$ cat src/rtl/sat_pkg.sv
`default_nettype none
// ============================================================================
// Module      : sat_pkg
// Description : Shared types for the SAT clause scanning datapath: literal and
//               clause layouts, scan result codes, literal/clause classes and
//               a helper that resolves a literal against one variable's
//               assigned/value bits.
// Revision    : 1.0 - initial release
// ============================================================================
package sat_pkg;

    localparam int VAR_W    = 10;
    localparam int LIT_W    = 11;
    localparam int CLAUSE_W = 33;

    // Literal = {neg, var}; var 0 marks an empty slot.
    typedef struct packed {
        logic             neg;
        logic [VAR_W-1:0] var_id;
    } lit_t;

    // Clause = {lit2, lit1, lit0}, lit0 in the LSBs.
    typedef struct packed {
        lit_t lit2;
        lit_t lit1;
        lit_t lit0;
    } clause_t;

    typedef enum logic [1:0] {
        ST_UNDECIDED = 2'd0,
        ST_ALL_SAT   = 2'd1,
        ST_CONFLICT  = 2'd2,
        ST_UNIT      = 2'd3
    } scan_status_e;

    typedef enum logic [1:0] {
        LIT_UNASSIGNED = 2'd0,
        LIT_TRUE       = 2'd1,
        LIT_FALSE      = 2'd2
    } lit_state_e;

    typedef enum logic [1:0] {
        CLS_SAT      = 2'd0,
        CLS_CONFLICT = 2'd1,
        CLS_UNIT     = 2'd2,
        CLS_OPEN     = 2'd3
    } clause_class_e;

    function automatic lit_state_e lit_state(input logic asg, input logic val, input lit_t lit);
        if (!asg) begin
            return LIT_UNASSIGNED;
        end
        return (val ^ lit.neg) ? LIT_TRUE : LIT_FALSE;
    endfunction

endpackage
`default_nettype wire

$ cat src/rtl/clause_eval.sv
`default_nettype none
// ============================================================================
// Module      : clause_eval
// Description : Combinational classifier for one 3-literal clause against the
//               current partial assignment.
//   clause   in  CLAUSE_W  {lit2, lit1, lit0}
//   assigned in  NUM_VARS  1 = variable has a value
//   value    in  NUM_VARS  variable value
//   cls      out 2         clause_class_e: SAT / CONFLICT / UNIT / OPEN
//   unit_lit out LIT_W     the unassigned literal (meaningful for UNIT only)
// Config      : CLAUSE_SCANNER_UNIT_EN defined enables the UNIT class; when
//               undefined a single-unassigned clause is reported as OPEN.
// Revision    : 1.0 - initial release
// ============================================================================
module clause_eval
    import sat_pkg::*;
#(
    parameter int NUM_VARS = 64
) (
    input  logic [CLAUSE_W-1:0] clause,
    input  logic [NUM_VARS-1:0] assigned,
    input  logic [NUM_VARS-1:0] value,
    output logic [1:0]          cls,
    output logic [LIT_W-1:0]    unit_lit
);

    localparam int c_var_space = 2 ** VAR_W;

    clause_t                w_clause;
    lit_t                   w_lits [3];
    lit_state_e             w_state [3];
    logic [c_var_space-1:0] w_asg_ext;
    logic [c_var_space-1:0] w_val_ext;
    logic                   w_any_true;
    logic [1:0]             w_n_unasg;
    lit_t                   w_free_lit;

    assign w_clause = clause;
    assign w_lits[0] = w_clause.lit0;
    assign w_lits[1] = w_clause.lit1;
    assign w_lits[2] = w_clause.lit2;

    // Zero-extending the assignment to the full variable space makes any
    // var >= NUM_VARS read back as unassigned without a range compare.
    always_comb begin
        w_asg_ext                 = '0;
        w_val_ext                 = '0;
        w_asg_ext[NUM_VARS-1:0]   = assigned;
        w_val_ext[NUM_VARS-1:0]   = value;
    end

    for (genvar i = 0; i < 3; i++) begin : g_lit
        assign w_state[i] = lit_state(w_asg_ext[w_lits[i].var_id],
                                      w_val_ext[w_lits[i].var_id],
                                      w_lits[i]);
    end

    always_comb begin
        w_any_true = 1'b0;
        w_n_unasg  = 2'd0;
        w_free_lit = '0;
        for (int i = 0; i < 3; i++) begin
            if (w_lits[i].var_id != '0) begin
                if (w_state[i] == LIT_TRUE) begin
                    w_any_true = 1'b1;
                end else if (w_state[i] == LIT_UNASSIGNED) begin
                    w_n_unasg  = w_n_unasg + 2'd1;
                    w_free_lit = w_lits[i];
                end
            end
        end
    end

    // An all-empty clause has no TRUE and no unassigned literal, so it falls
    // into CONFLICT naturally.
    always_comb begin
        cls = CLS_OPEN;
        if (w_any_true) begin
            cls = CLS_SAT;
        end else if (w_n_unasg == 2'd0) begin
            cls = CLS_CONFLICT;
        end else if (w_n_unasg == 2'd1) begin
`ifdef CLAUSE_SCANNER_UNIT_EN
            cls = CLS_UNIT;
`else
            cls = CLS_OPEN;
`endif
        end
    end

    assign unit_lit = w_free_lit;

endmodule
`default_nettype wire

$ cat src/rtl/clause_scanner.sv
`default_nettype none
// ============================================================================
// Module      : clause_scanner
// Description : Walks clause memory addresses 0..num_clauses-1 at one clause
//               per cycle, classifies each clause and reports ALL_SAT,
//               CONFLICT, UNIT or UNDECIDED to the assignment controller.
//   clk, rst     clock / synchronous active-high reset
//   start        begin scan (IDLE only); num_clauses sampled with it (clamped to 16)
//   assigned     per-variable assigned flags, held stable while busy
//   value        per-variable values
//   mem_addr     clause memory read address
//   mem_data     clause memory read data, one cycle after mem_addr
//   busy         scan in progress
//   done         one-cycle pulse; status/unit_* valid until the next start
//   status       0 UNDECIDED, 1 ALL_SAT, 2 CONFLICT, 3 UNIT
//   unit_lit     literal to imply (UNIT only)
//   unit_addr    address of the unit or conflict clause
// Config      : CLAUSE_SCANNER_UNIT_EN defined enables UNIT detection; when
//               undefined status is never UNIT and unit_lit stays 0.
// Revision    : 1.0 - initial release
// ============================================================================
module clause_scanner
    import sat_pkg::*;
#(
    parameter int ADDR_W   = 4,
    parameter int NUM_VARS = 64
) (
    input  logic                clk,
    input  logic                rst,
    input  logic                start,
    input  logic [ADDR_W:0]     num_clauses,
    input  logic [NUM_VARS-1:0] assigned,
    input  logic [NUM_VARS-1:0] value,
    output logic [ADDR_W-1:0]   mem_addr,
    input  logic [CLAUSE_W-1:0] mem_data,
    output logic                busy,
    output logic                done,
    output logic [1:0]          status,
    output logic [LIT_W-1:0]    unit_lit,
    output logic [ADDR_W-1:0]   unit_addr
);

    localparam logic [ADDR_W:0]   c_depth = {1'b1, {ADDR_W{1'b0}}};
    localparam logic [ADDR_W:0]   c_one_w = {{ADDR_W{1'b0}}, 1'b1};
    localparam logic [ADDR_W-1:0] c_one_a = {{(ADDR_W-1){1'b0}}, 1'b1};

    typedef enum logic [1:0] {
        S_IDLE   = 2'd0,
        S_SCAN   = 2'd1,
        S_REPORT = 2'd2
    } state_e;

    state_e            r_state;
    state_e            w_state_nxt;

    logic [ADDR_W:0]   r_num;
    logic [ADDR_W-1:0] r_addr;
    logic              r_issue;      // r_addr holds an address not yet tagged
    logic              r_vld;        // mem_data corresponds to r_tag
    logic [ADDR_W-1:0] r_tag;
    logic              r_has_unit;
    logic              r_has_open;
    logic [LIT_W-1:0]  r_unit_lit;
    logic [ADDR_W-1:0] r_unit_addr;
    logic              r_done;
    logic [1:0]        r_status;
    logic [LIT_W-1:0]  r_out_lit;
    logic [ADDR_W-1:0] r_out_addr;

    logic [1:0]        w_cls;
    logic [LIT_W-1:0]  w_eval_lit;
    logic [ADDR_W:0]   w_num_clamped;
    logic              w_go;
    logic              w_conflict;
    logic              w_unit_now;
    logic              w_open_now;
    logic              w_last;
    logic              w_more;
    logic              w_scan_end;
    logic [1:0]        w_status_fin;
    logic [LIT_W-1:0]  w_lit_fin;
    logic [ADDR_W-1:0] w_addr_fin;

    clause_eval #(
        .NUM_VARS (NUM_VARS)
    ) u_eval (
        .clause   (mem_data),
        .assigned (assigned),
        .value    (value),
        .cls      (w_cls),
        .unit_lit (w_eval_lit)
    );

    assign w_num_clamped = (num_clauses > c_depth) ? c_depth : num_clauses;
    assign w_go          = (r_state == S_IDLE) && start;
    assign w_conflict    = r_vld && (w_cls == CLS_CONFLICT);
    assign w_open_now    = r_vld && (w_cls == CLS_OPEN);
`ifdef CLAUSE_SCANNER_UNIT_EN
    assign w_unit_now    = r_vld && (w_cls == CLS_UNIT);
`else
    assign w_unit_now    = 1'b0;
`endif
    assign w_last        = r_vld && ({1'b0, r_tag} == (r_num - c_one_w));
    assign w_more        = (({1'b0, r_addr} + c_one_w) < r_num);
    // An empty scan still spends one cycle in SCAN, keeping done latency at
    // num_clauses+2 for every count including zero.
    assign w_scan_end    = (r_state == S_SCAN) &&
                           (w_conflict || w_last || (r_num == '0));

    // Final verdict, including the clause being evaluated on the ending cycle.
    always_comb begin
        w_status_fin = ST_ALL_SAT;
        w_lit_fin    = '0;
        w_addr_fin   = '0;
        if (w_conflict) begin
            w_status_fin = ST_CONFLICT;
            w_addr_fin   = r_tag;
        end else if (r_has_unit) begin
            w_status_fin = ST_UNIT;
            w_lit_fin    = r_unit_lit;
            w_addr_fin   = r_unit_addr;
        end else if (w_unit_now) begin
            w_status_fin = ST_UNIT;
            w_lit_fin    = w_eval_lit;
            w_addr_fin   = r_tag;
        end else if (r_has_open || w_open_now) begin
            w_status_fin = ST_UNDECIDED;
        end
    end

    always_comb begin
        w_state_nxt = r_state;
        case (r_state)
            S_IDLE:   if (start)      w_state_nxt = S_SCAN;
            S_SCAN:   if (w_scan_end) w_state_nxt = S_REPORT;
            S_REPORT:                 w_state_nxt = S_IDLE;
            default:                  w_state_nxt = S_IDLE;
        endcase
    end

    always_ff @(posedge clk) begin
        if (rst) begin
            r_state     <= S_IDLE;
            r_num       <= '0;
            r_addr      <= '0;
            r_issue     <= 1'b0;
            r_vld       <= 1'b0;
            r_tag       <= '0;
            r_has_unit  <= 1'b0;
            r_has_open  <= 1'b0;
            r_unit_lit  <= '0;
            r_unit_addr <= '0;
            r_done      <= 1'b0;
            r_status    <= ST_UNDECIDED;
            r_out_lit   <= '0;
            r_out_addr  <= '0;
        end else begin
            r_state <= w_state_nxt;
            r_done  <= (r_state == S_REPORT);
            if (w_go) begin
                r_num       <= w_num_clamped;
                r_addr      <= '0;
                r_issue     <= (w_num_clamped != '0);
                r_vld       <= 1'b0;
                r_tag       <= '0;
                r_has_unit  <= 1'b0;
                r_has_open  <= 1'b0;
                r_unit_lit  <= '0;
                r_unit_addr <= '0;
                r_status    <= ST_UNDECIDED;
                r_out_lit   <= '0;
                r_out_addr  <= '0;
            end else if (r_state == S_SCAN) begin
                if (w_scan_end) begin
                    // Address freezes here so an aborted scan shows where it stopped.
                    r_issue    <= 1'b0;
                    r_vld      <= 1'b0;
                    r_status   <= w_status_fin;
                    r_out_lit  <= w_lit_fin;
                    r_out_addr <= w_addr_fin;
                end else begin
                    r_vld <= r_issue;
                    r_tag <= r_addr;
                    if (r_issue) begin
                        if (w_more) begin
                            r_addr <= r_addr + c_one_a;
                        end else begin
                            r_issue <= 1'b0;
                        end
                    end
                    if (w_unit_now && !r_has_unit) begin
                        r_has_unit  <= 1'b1;
                        r_unit_lit  <= w_eval_lit;
                        r_unit_addr <= r_tag;
                    end
                    if (w_open_now) begin
                        r_has_open <= 1'b1;
                    end
                end
            end
        end
    end

    assign mem_addr  = r_addr;
    assign busy      = (r_state != S_IDLE);
    assign done      = r_done;
    assign status    = r_status;
    assign unit_lit  = r_out_lit;
    assign unit_addr = r_out_addr;

endmodule
`default_nettype wire

$ cat config.mk
export PLATFORM = sky130hd
export DESIGN_NAME = clause_scanner
export DESIGN_NICKNAME = d
export VERILOG_FILES = /design/src/rtl/sat_pkg.sv /design/src/rtl/clause_eval.sv /design/src/rtl/clause_scanner.sv
export SDC_FILE = /design/constraint.sdc
export NUM_CORES = 1
export LEC_CHECK = 0
export ABC_AREA = 1
export CORE_UTILIZATION = 55
export CTS_BUF_LIST = sky130_fd_sc_hd__clkbuf_4
export CTS_CLUSTER_DIAMETER = 50
export DETAILED_ROUTE_END_ITERATION = 6
export DONT_BUFFER_PORTS = 1
export GPL_ROUTABILITY_DRIVEN = 0
export PLACE_DENSITY = 0.67
export SLEW_MARGIN = 40
export SYNTH_ARGS = -nofsm -noshare
export SYNTH_HDL_FRONTEND = slang
export SYNTH_SLANG_ARGS = --single-unit
$ cat constraint.sdc
create_clock -name clk -period 4.8 [get_ports clk]
set_clock_uncertainty 0.2 [all_clocks]
set_input_delay 0.72 -clock clk [delete_from_list [all_inputs] [get_ports clk]]
set_output_delay 0.72 -clock clk [all_outputs]
set_load 0.005 [all_outputs]
==> metrics.md, run 1 <==
| Metric | Value |
|---|---|
| Synthesized area divided by synthesized cell count | `5.31 um2` |
| Clock-pin slew on the worst setup and hold paths | `0.14 ns` |
| Number of violations of the max-capacitance limit | `0` |
| Hold slack final | `0.236 ns` |
| Post-DP HPWL | `14000 um` |
| Total of warnings raised by yosys | `0` |
| Layout net count | `1150` |
| Final count of pins violating max slew | `0` |
| Area of the die | `10400 um2` |
| First drt pass iteration count | `5` |
| Number of antenna violations at the first check in global routing | `0` |
| Length in cells of the worst reg-to-reg path | `11` |
| Total wire length | `19200 um` |
| Slew at the pin closest to its max-slew limit | `0.831 ns` |
| Vias in the first global route | `5900` |
| Number of nets with antenna violations after detailed routing | `0` |
| Worst-case vdd ir drop | `0.0000860 V` |
| Setup repair after global routing missed its margin | `no` |
| Total global-route track usage | `0.358` |
| Pin count of the biggest net entering global routing | `116` |
| Hold buffer count at CTS | `0` |
| Sort of element at the end of the critical path | `flip-flop` |
| Die height | `102 um` |
| Highest Clock Rate | `315 MHz` |
| Startpoint class of the critical path | `input port` |
| Routed met1 length | `7730 um` |
| Buffers on Ports | `0` |
| TritonCTS clock tree | `yes` |
| Post-synthesis async set-or-reset flop share | `0` |
| CP arrival | `3.19 ns` |
| Post-CTS setup buffers | `0` |
| Synth cell types | `37` |
| Outcome | `finished clean` |
| Worst-case headroom to the max-slew limit | `0.444` |
| Standard cell area after detailed placement | `5210 um2` |
| #FFs+latches synth | `25` |
| Data required time at the worst endpoint | `4.81 ns` |
| Layout cell share with drive strength beyond 1 | `0.0319` |
| Cell at the root of the clock tree | `sky130_fd_sc_hd__clkbuf_4` |
| Number of buffers created by CTS | `3` |
| Cells after Synth | `1039` |
| Worst skew pair latency | `0.33 ns` |
| Met3 wirelength from detailed routing | `2720 um` |
| Share of the synthesized area in the top cell type | `0.182` |
| Number of sinks on the clock net | `25` |
| Number of flops mapped to enable cells by yosys | `0` |
| Detailed Route Iter0 Violations | `754` |
| Cell taking the most area after synthesis | `sky130_fd_sc_hd__nand2_1` |
| Post-route clock period utilization | `0.662` |
| DR vias | `6808` |
| Residual DRC count | `0` |
| Number of placement rows | `36` |
| I/O Pins | `192` |
| Clk buf depth | `2` |
| Crit Path Max Fanout | `98` |
| Part of the Yosys area used for sequential elements | `0.0907` |
| Layout overhead on the synthesized area | `-4.95%` |
| PostCTS Resize Cnt | `0` |
| Standard cell core area | `9730 um2` |
| Horizontal extent of the die | `102 um` |
| Antenna fix cells | `0` |
| Setup total negative slack | `0 ns` |
| Wire length of the first global-routing pass | `29600 um` |
| Static leakage | `2.37 nW` |
| Post-route cell area | `5240 um2` |
| Hold violation count in the final report | `0` |
| Worst min-delay path class | `input port to flip-flop` |
| Post-Layout Cell Count | `1105` |
| Total instance count after detailed placement | `1101` |
| Type of the worst setup path | `input port to flip-flop` |
| Highest metal layer with signal wires | `met4` |
| Final setup viols | `0` |
| Areal power density over the cells | `127 nW/um2` |
| Dominant synthesized flop cell | `sky130_fd_sc_hd__dfxtp_1` |
| Ranking of synthesized cells by area | `sky130_fd_sc_hd__nand2_1 18%, sky130_fd_sc_hd__nand3_1 13%, sky130_fd_sc_hd__o211ai_1 10%, sky130_fd_sc_hd__dfxtp_1 9.1%, sky130_fd_sc_hd__a21oi_1 8.9%` |
| Number of H-tree levels | `1` |
| Initial Utilization | `0.567` |
| Vias/cell | `6.16` |
| Syn Std Cell Area | `5520 um2` |
| Wire length per cell | `17.4 um` |
| Depth of the worst hold-timing path | `1` |
| Sum of overflow across all layers after global routing | `0` |
| Most numerous cell in the Yosys netlist | `sky130_fd_sc_hd__nand2_1` |
| Met2 routed WL | `8170 um` |
| Commonest cells post-synth | `267 x sky130_fd_sc_hd__nand2_1, 148 x sky130_fd_sc_hd__nand3_1, 126 x sky130_fd_sc_hd__inv_1` |
| Post-layout minimum cycle time | `3.18 ns` |
cell families after synthesis:
kind of cell / count (synthesis) / synth area share
AOI/OAI and AO/OA: 295 / 0.314
xor gates and xnor gates: 7 / 0.0111
adders and majority gates: 8 / 0.0181
buffers and inverters: 214 / 0.182
DFF: 25 / 0.0907
other: 1 / 0.000680
and+or+nand+nor: 489 / 0.383
report_power, final:
group	internal, mW	switching, mW	leakage, nW
Combinational	0.130	0.208	2.15
Clock	0.0382	0.0662	0.0184
Sequential	0.215	0.00611	0.203
Total	0.383	0.281	2.37
state kept, by name, indices dropped and copies added (netlist names):
name        flops
r_has_open      1
r_vld           1
mem_addr        4
r_issue         1
status          2
r_num           5
r_tag           4
done            1
r_state         2
unit_addr       4
routing by layer:
| layer | track usage | vias up |
|---|---|---|
| met2 | 0.549 | 416 |
| met4 | 0.130 | 0 |
| met3 | 0.110 | 53 |
| met1 | 0.472 | 2994 |
| li1 | - | 3345 |
| met5 | 0 | - |
worst max-delay path: stages:
cell	delay, ns
sky130_fd_sc_hd__inv_2	0.37
sky130_fd_sc_hd__nand2_1	0.09
sky130_fd_sc_hd__o21ai_0	0.10
sky130_fd_sc_hd__o21ai_1	0.08
sky130_fd_sc_hd__nor2_1	0.11
sky130_fd_sc_hd__nor2_1	0.06
sky130_fd_sc_hd__nand2_1	0.06
sky130_fd_sc_hd__nand3_1	0.09
sky130_fd_sc_hd__a21oi_2	0.20
sky130_fd_sc_hd__inv_1	0.06
sky130_fd_sc_hd__ha_1	0.28
sky130_fd_sc_hd__inv_1	0.06
sky130_fd_sc_hd__nand3_1	0.07
sky130_fd_sc_hd__nand2_1	0.08
sky130_fd_sc_hd__nand2_1	0.08
sky130_fd_sc_hd__nand3_2	0.09
sky130_fd_sc_hd__nand2_4	0.07
sky130_fd_sc_hd__nor2_8	0.20
sky130_fd_sc_hd__nand2_1	0.14
sky130_fd_sc_hd__nand2_1	0.09
sky130_fd_sc_hd__a21oi_1	0.06
through the flow:
step	worst slack (ns)	utilization	total power, mW
final	1.62	0.539	0.664
after global routing	1.31	0.539	0.719
after CTS	1.69	0.539	0.661
after detailed placement	1.33	0.536	0.556
after global placement	1.40	0.536	0.556
after floorplan	1.59	-	0.569
placed cells by master (no fill, tap or decap), drive strengths merged:
cell    instances
nor3            2
nor2           52
o21ai         100
a211oi          1
a21oi         106
xnor2           3
or2             2
ha              8
clkbuf          4
o22ai           3
nand4           6
a31oi           1
inv           133
nand3         149
xor2            4
conb           11
o211ai         76
and3            1
a21boi          1
nand2         271
nor4            6
o21a            2
dfxtp          25
o32ai           4
o221ai          1
worst paths after layout:
check / startpoint / endpoint / slack (ns)
worst max-delay path: mem_data[11] / mem_addr[1] / 1.62
worst min register to register: r_state[0] / done / 0.26
worst min-delay path: rst / r_issue / 0.24
worst max register to register: mem_addr[0] / mem_addr[1] / 2.05
area by class of cell:
type / count / area, um2
fillers: 1092 / 4490
multi-input cells: 810 / 4050
flip-flops and latches: 25 / 500
inverters: 133 / 499
well taps: 133 / 166
clock buffers: 4 / 30.0
(Power assumes the default switching activity.)
==> run 2: changes to the inputs <==
PLACE_DENSITY = 0.7   (was 0.67)
clock period = 2.8 ns   (was 4.8 ns; I/O delays follow)
==> run 2 against run 1 <==
  * First-iteration DRC count shrank 9.7%
  * Cell count grew 3.7%
  * Die area is the same
  * Count of clock-buffer cells in the layout fell by 1
  * Total power is 78% higher
  * Largest power group unchanged
==> metrics.md, run 2 (synthesized netlist as in run 1, its figures left out) <==
| Metric | Value |
|---|---|
| CP arrival | `2.60 ns (was 3.19 ns)` |
| Number of placement rows | `36 (unchanged)` |
| Wire length of the first global-routing pass | `28900 um (was 29600 um)` |
| Final count of pins violating max slew | `0 (unchanged)` |
| Crit Path Max Fanout | `113 (was 98)` |
| Clk buf depth | `2 (unchanged)` |
| Vias in the first global route | `5809 (was 5900)` |
| Outcome | `finished clean (unchanged)` |
| Post-layout minimum cycle time | `2.54 ns` |
| Pin count of the biggest net entering global routing | `116 (unchanged)` |
| Commonest cells after routing, fill and taps aside | `266 x sky130_fd_sc_hd__nand2_1, 147 x sky130_fd_sc_hd__nand3_1, 126 x sky130_fd_sc_hd__inv_1 (was 267 x sky130_fd_sc_hd__nand2_1, 148 x sky130_fd_sc_hd__nand3_1, 126 x sky130_fd_sc_hd__inv_1)` |
| Total instance count after detailed placement | `1139 (was 1101)` |
| Max FFs per register | `5 (unchanged)` |
| Layout Utilization | `0.579 (was 0.539)` |
| Worst min-delay path class | `input port to flip-flop (unchanged)` |
| Worst-case setup margin in the final layout | `0.260 ns (was 1.62 ns)` |
| Clock-pin slew on the worst setup and hold paths | `0.14 ns (about the same)` |
| Type of the worst setup path | `input port to flip-flop (unchanged)` |
| Cell at the root of the clock tree | `sky130_fd_sc_hd__clkbuf_4 (unchanged)` |
| Sum of overflow across all layers after global routing | `0 (unchanged)` |
| Horizontal extent of the die | `102 um (unchanged)` |
| Detailed Route Iter0 Violations | `681 (was 754)` |
| Number of violations of the max-capacitance limit | `0 (unchanged)` |
| Die height | `102 um (unchanged)` |
| Worst-case headroom to the max-slew limit | `0.652 (was 0.444)` |
| DR vias | `6977 (was 6808)` |
| I/O Pins | `192 (unchanged)` |
| Biggest register | `r_num (unchanged)` |
| Slew at the pin closest to its max-slew limit | `0.522 ns (was 0.831 ns)` |
| Setup total negative slack | `0 ns (unchanged)` |
| Number of nets with antenna violations after detailed routing | `0 (unchanged)` |
| Layout cell share with drive strength beyond 1 | `0.0750 (was 0.0319)` |
| First drt pass iteration count | `6 (was 5)` |
| Highest Clock Rate | `394 MHz` |
| Layout net count | `1191 (was 1150)` |
| Initial Utilization | `0.567 (unchanged)` |
| Total global-route track usage | `0.350 (was 0.358)` |
| Sort of element at the end of the critical path | `flip-flop (unchanged)` |
| Antenna fix cells | `0 (unchanged)` |
| Wire length per cell | `16.7 um (was 17.4 um)` |
| Total wire length | `19200 um (about the same)` |
| Residual DRC count | `0 (unchanged)` |
| Startpoint class of the critical path | `input port (unchanged)` |
| Hold violation count in the final report | `0 (unchanged)` |
| Number of sinks on the clock net | `25 (unchanged)` |
| Number of antenna violations at the first check in global routing | `0 (unchanged)` |
| Post-Layout Cell Count | `1146 (was 1105)` |
| Setup repair after global routing missed its margin | `no (unchanged)` |
| Areal power density over the cells | `210 nW/um2 (was 127 nW/um2)` |
| Worst-case vdd ir drop | `0.000316 V (was 0.0000860 V)` |
| TritonCTS clock tree | `yes (unchanged)` |
| Layout overhead on the synthesized area | `2.18% (was -4.95%)` |
| Static leakage | `2.60 nW (was 2.37 nW)` |
| Vias/cell | `6.09 (was 6.16)` |
| Final setup viols | `0 (unchanged)` |
| Buffers on Ports | `0 (unchanged)` |
| Number of buffers created by CTS | `3 (unchanged)` |
| Worst skew pair latency | `0.33 ns (about the same)` |
| Fill count | `1045 (was 1092)` |
| Hold slack final | `0.0346 ns (was 0.236 ns)` |
| Area of the die | `10400 um2 (unchanged)` |
| Standard cell core area | `9730 um2 (unchanged)` |
| Minimum setup slack after placement | `-0.133 ns (was 1.33 ns)` |
| Number of H-tree levels | `1 (unchanged)` |
| Post-DP HPWL | `14000 um (about the same)` |
| Post-route clock period utilization | `0.907` |
| Data required time at the worst endpoint | `2.86 ns (was 4.81 ns)` |
| Most frequent standard cell in the layout excluding fill and tap cells | `sky130_fd_sc_hd__nand2_1 (unchanged)` |
run 2: what timing repair did:
item                       CTS  global route
setup buffers                0             2
gates resized for setup      0            10
setup endpoints to repair    0             8
hold endpoints to repair     9             0
hold buffers                 1             0
run 2: final timing paths:
path | startpoint | endpoint | slack (ns) | cells after the start
max reg2reg | mem_addr[0] | r_issue | 0.33 | 13
min | num_clauses[2] | r_num[2] | 0.03 | 2
max | mem_data[0] | mem_addr[2] | 0.26 | 22
min reg2reg | r_state[1] | done | 0.27 | 2
run 2: worst max-delay path: stages:
cell and delay, ns:
sky130_fd_sc_hd__inv_2 0.15, sky130_fd_sc_hd__a21oi_1 0.08, sky130_fd_sc_hd__o21ai_1 0.07, sky130_fd_sc_hd__nand2_1 0.07, sky130_fd_sc_hd__a21oi_1 0.14, sky130_fd_sc_hd__nand3_1 0.08
sky130_fd_sc_hd__nand3_1 0.07, sky130_fd_sc_hd__nand2_1 0.05, sky130_fd_sc_hd__nand2_1 0.07, sky130_fd_sc_hd__nand2_1 0.07, sky130_fd_sc_hd__inv_1 0.12, sky130_fd_sc_hd__ha_4 0.22
sky130_fd_sc_hd__inv_1 0.05, sky130_fd_sc_hd__nand3_1 0.06, sky130_fd_sc_hd__nand2_1 0.07, sky130_fd_sc_hd__nand2_1 0.07, sky130_fd_sc_hd__nand3_2 0.09, sky130_fd_sc_hd__nand2_4 0.08
sky130_fd_sc_hd__nor2_8 0.18, sky130_fd_sc_hd__buf_6 0.14, sky130_fd_sc_hd__nand3_1 0.06, sky130_fd_sc_hd__a21oi_1 0.14
run 2: power by group:
part           switching [mW]  internal [mW]  leakage (nW)
registers              0.0100          0.368         0.203
logic                   0.367          0.268          2.38
clock network           0.115         0.0547        0.0139
run 2: through the flow:
stage	power (mW)	area (um2)
after CTS	1.17	5590
after global placement	0.992	5550
final	1.18	5640
after global routing	1.28	5640
after detailed placement	1.00	5550
after floorplan	0.979	5580
run 2: layer usage:
metal  track usage  vias to the layer above  wire length [um]
met3         0.104                       66              2510
met5             0                        -                 0
li1              -                     3424                 -
met4         0.135                        0               774
met2         0.551                      439              8360
met1         0.447                     3048              7500
run 2: layout make-up:
type	instances	area (um2)	share of cell area
Tap cell	133	166	0.0295
Clock inverter	1	7.51	0.00133
Inverter	133	502	0.0890
Multi-Input combinational cell	810	4070	0.723
Timing Repair Buffer	41	364	0.0646
Clock buffer	3	22.5	0.00400
Sequential cell	25	500	0.0888
==> run 3: changes to the inputs <==
--- a/config.mk
+++ b/config.mk
@@ -13,5 +13,5 @@
 export DONT_BUFFER_PORTS = 1
 export GPL_ROUTABILITY_DRIVEN = 0
-export PLACE_DENSITY = 0.7
+export PLACE_DENSITY = 0.73
 export SLEW_MARGIN = 40
 export SYNTH_ARGS = -nofsm -noshare
==> constraint.sdc (replaced) <==
create_clock -name clk -period 2.8 [get_ports clk]
set_clock_uncertainty 0.2 [all_clocks]
set_input_delay 0.42 -clock clk [delete_from_list [all_inputs] [get_ports clk]]
set_output_delay 0.42 -clock clk [all_outputs]
set_load 0.05 [all_outputs]
==> run 3 against run 2 <==
  * Worst hold slack got worse by 0.011 ns
  * Cell count fell by 0.52%
  * First-iteration DRC count rose by 13%
  * Clock power barely moved
  * Via count fell by 0.26%
  * Fmax fell by 3.3%
  * Sequential share of layout area rose by 0.16 points
  * Critical path depth fell by 1
  * Worst setup slack got worse by 0.086 ns
  * Die area did not move
  * Core utilization fell by 1.1 points
  * Total power rose by 2.2%
  * Critical path type unchanged
  * Highest routed layer unchanged
==> metrics.md, run 3 (synthesized netlist as in run 1, its figures left out) <==
| Metric | Value |
|---|---|
| Clk buf depth | `2 (unchanged)` |
| Sum of overflow across all layers after global routing | `0 (unchanged)` |
| Highest Clock Rate | `381 MHz (was 394 MHz)` |
| Standard cell core area | `9730 um2 (unchanged)` |
| Hold violation count in the final report | `0 (unchanged)` |
| Slowest stage delay, CP | `0.30 ns (was 0.22 ns)` |
| Post-layout minimum cycle time | `2.63 ns (was 2.54 ns)` |
| Slew at the pin closest to its max-slew limit | `0.572 ns (was 0.522 ns)` |
| I/O Pins | `192 (unchanged)` |
| Die height | `102 um (unchanged)` |
| Critical Path Slowest Stage Cell | `sky130_fd_sc_hd__ha_1 (was sky130_fd_sc_hd__ha_4)` |
| Worst-case vdd ir drop | `0.000240 V (was 0.000316 V)` |
| Flop-to-flop setup slack | `0.37 ns (was 0.33 ns)` |
| Layout cell share with drive strength beyond 1 | `0.0665 (was 0.0750)` |
| Initial Utilization | `0.567 (unchanged)` |
| Most frequent standard cell in the layout excluding fill and tap cells | `sky130_fd_sc_hd__nand2_1 (unchanged)` |
| Outcome | `finished clean (unchanged)` |
| Length in cells of the worst reg-to-reg path | `11 (was 13)` |
| Standard cell area after detailed placement | `5470 um2 (was 5550 um2)` |
| Areal power density over the cells | `218 nW/um2 (was 210 nW/um2)` |
| Layout Utilization | `0.569 (was 0.579)` |
| Layout net count | `1185 (was 1191)` |
| Vias/cell | `6.10 (was 6.09)` |
| Post-Layout Cell Count | `1140 (was 1146)` |
| CP arrival | `2.69 ns (was 2.60 ns)` |
| Final setup viols | `0 (unchanged)` |
| Biggest register | `r_num (unchanged)` |
| Horizontal extent of the die | `102 um (unchanged)` |
| Number of buffers and inverters on the critical path | `4 (unchanged)` |
| Power consumption | `1.21 mW (was 1.18 mW)` |
| Post-DP HPWL | `14000 um (about the same)` |
| Post-route clock period utilization | `0.938 (was 0.907)` |
| Capturing point of the worst reg2reg path | `mem_addr[1] (was r_issue)` |
| First element of the critical path | `mem_data[0] (unchanged)` |
| Worst-case setup margin in the final layout | `0.174 ns (was 0.260 ns)` |
| Residual DRC count | `0 (unchanged)` |
| Type of the worst setup path | `input port to flip-flop (unchanged)` |
| Wire length per cell | `16.6 um (was 16.7 um)` |
| Worst hold path startpoint | `num_clauses[1] (was num_clauses[2])` |
| Worst min-delay path class | `input port to flip-flop (unchanged)` |
| Cell at the root of the clock tree | `sky130_fd_sc_hd__clkbuf_4 (unchanged)` |
| Number of sinks on the clock net | `25 (unchanged)` |
| Worst reg2reg startpoint | `mem_addr[0] (unchanged)` |
| First drt pass iteration count | `6 (unchanged)` |
| Number of buffers created by CTS | `3 (unchanged)` |
| Detailed Route Iter0 Violations | `772 (was 681)` |
| Sort of element at the end of the critical path | `flip-flop (unchanged)` |
| Antenna fix cells | `0 (unchanged)` |
| Number of H-tree levels | `1 (unchanged)` |
| Crit Path Max Fanout | `113 (unchanged)` |
| Number of violations of the max-capacitance limit | `0 (unchanged)` |
| Post-route cell area | `5530 um2 (was 5640 um2)` |
| Minimum setup slack after placement | `-0.0690 ns (was -0.133 ns)` |
| Family with the most delay on the worst path | `simple AND/OR/NAND/NOR gates (unchanged)` |
| Data required time at the worst endpoint | `2.86 ns (about the same)` |
| Total global-route track usage | `0.353 (was 0.350)` |
| Most Frequent Cell on Critical Path | `sky130_fd_sc_hd__nand2_1 (unchanged)` |
| Layout overhead on the synthesized area | `0.318% (was 2.18%)` |
| Vias in the first global route | `5949 (was 5809)` |
| Area of the die | `10400 um2 (unchanged)` |
| TritonCTS clock tree | `yes (unchanged)` |
| Number of nets with antenna violations after detailed routing | `0 (unchanged)` |
| DR vias | `6959 (was 6977)` |
| Total wire length | `18900 um (was 19200 um)` |
| Depth of the worst hold-timing path | `2 (unchanged)` |
| Buffers on Ports | `0 (unchanged)` |
| Pin count of the biggest net entering global routing | `116 (unchanged)` |
| Worst-case headroom to the max-slew limit | `0.617 (was 0.652)` |
| Commonest cells after routing, fill and taps aside | `267 x sky130_fd_sc_hd__nand2_1, 148 x sky130_fd_sc_hd__nand3_1, 126 x sky130_fd_sc_hd__inv_1 (was 266 x sky130_fd_sc_hd__nand2_1, 147 x sky130_fd_sc_hd__nand3_1, 126 x sky130_fd_sc_hd__inv_1)` |
| Static leakage | `2.55 nW (was 2.60 nW)` |
| Total instance count after detailed placement | `1133 (was 1139)` |
| Wire length of the first global-routing pass | `29400 um (was 28900 um)` |
| Setup total negative slack | `0 ns (unchanged)` |
| Worst skew pair latency | `0.33 ns (about the same)` |
| Clock-pin slew on the worst setup and hold paths | `0.15 ns (was 0.14 ns)` |
| CP Cell Sequence | `inv_2 > nor2_1 > o21ai_0 > nand2_1 > nand3_1 > nand3_1 > nand2_1 > nand2_1 > nand2_1 > inv_1 > ha_1 > inv_1 > nand3_1 > nand2_1 > nand2_1 > nand3_2 > nand2_4 > nor2_8 > buf_4 > nand3_1 > a21oi_1 (was inv_2 > a21oi_1 > o21ai_1 > nand2_1 > a21oi_1 > nand3_1 > nand3_1 > nand2_1 > nand2_1 > nand2_1 > inv_1 > ha_4 > inv_1 > nand3_1 > nand2_1 > nand2_1 > nand3_2 > nand2_4 > nor2_8 > buf_6 > nand3_1 > a21oi_1)` |
| Final count of pins violating max slew | `0 (unchanged)` |
| Max FFs per register | `5 (unchanged)` |
| Startpoint class of the critical path | `input port (unchanged)` |
| Hold path endpoint | `r_num[1] (was r_num[2])` |
| Number of antenna violations at the first check in global routing | `0 (unchanged)` |
| Hold slack final | `0.0235 ns (was 0.0346 ns)` |
| Number of placement rows | `36 (unchanged)` |
## run 3: power by group
group | switching [mW] | total [mW] | internal, mW
clock network | 0.118 | 0.173 | 0.0547
logic | 0.398 | 0.653 | 0.255
registers | 0.0143 | 0.382 | 0.368
total | 0.531 | 1.21 | 0.678
## run 3: how the worst max path moves through the flow
stage	end	slack, ns	cells past startpoint
3_5_place_dp	r_tag[1]	-0.07	26
6_report	mem_addr[0]	0.17	21
4_1_cts	mem_addr[3]	0.27	11
3_3_place_gp	mem_addr[3]	-0.04	21
5_1_grt	r_tag[1]	-0.005	24
2_1_floorplan	mem_addr[0]	-0.03	22
## run 3: area by class of cell
type | count | area [um2]
clock buffer | 3 | 22.5
clock inverter | 1 | 7.51
fill | 1083 | 4200
inverter | 133 | 503
multi-input combinational | 810 | 4050
sequential | 25 | 500
tap | 133 | 166
timing repair buffer | 35 | 282
## run 3: worst reg2reg max path, stage by stage (launching register included)
cell and delay [ns]:
sky130_fd_sc_hd__dfxtp_1 0.34, sky130_fd_sc_hd__ha_1 0.31, sky130_fd_sc_hd__ha_1 0.28, sky130_fd_sc_hd__a21boi_0 0.12, sky130_fd_sc_hd__o21a_1 0.17, sky130_fd_sc_hd__o21a_1 0.16, sky130_fd_sc_hd__o21ai_0 0.14, sky130_fd_sc_hd__nand2_1 0.08
sky130_fd_sc_hd__nor2_2 0.21, sky130_fd_sc_hd__nand2_1 0.15, sky130_fd_sc_hd__nand2_1 0.09, sky130_fd_sc_hd__a21oi_1 0.06
## run 3: timing repair
| action | CTS | global route |
|---|---|---|
| setup endpoints to repair | 0 | 7 |
| setup buffers | 0 | 2 |
| endpoints found under the hold margin | 9 | 0 |
| hold buffers | 1 | 0 |
| resized for setup | 0 | 8 |
## run 3: per-layer routing
metal / track usage / up-vias / routed length (um)
met5: 0 / - / 0
li1: - / 3415 / -
met1: 0.441 / 3015 / 7180
met2: 0.549 / 448 / 8280
met3: 0.0923 / 81 / 2450
met4: 0.200 / 0 / 994
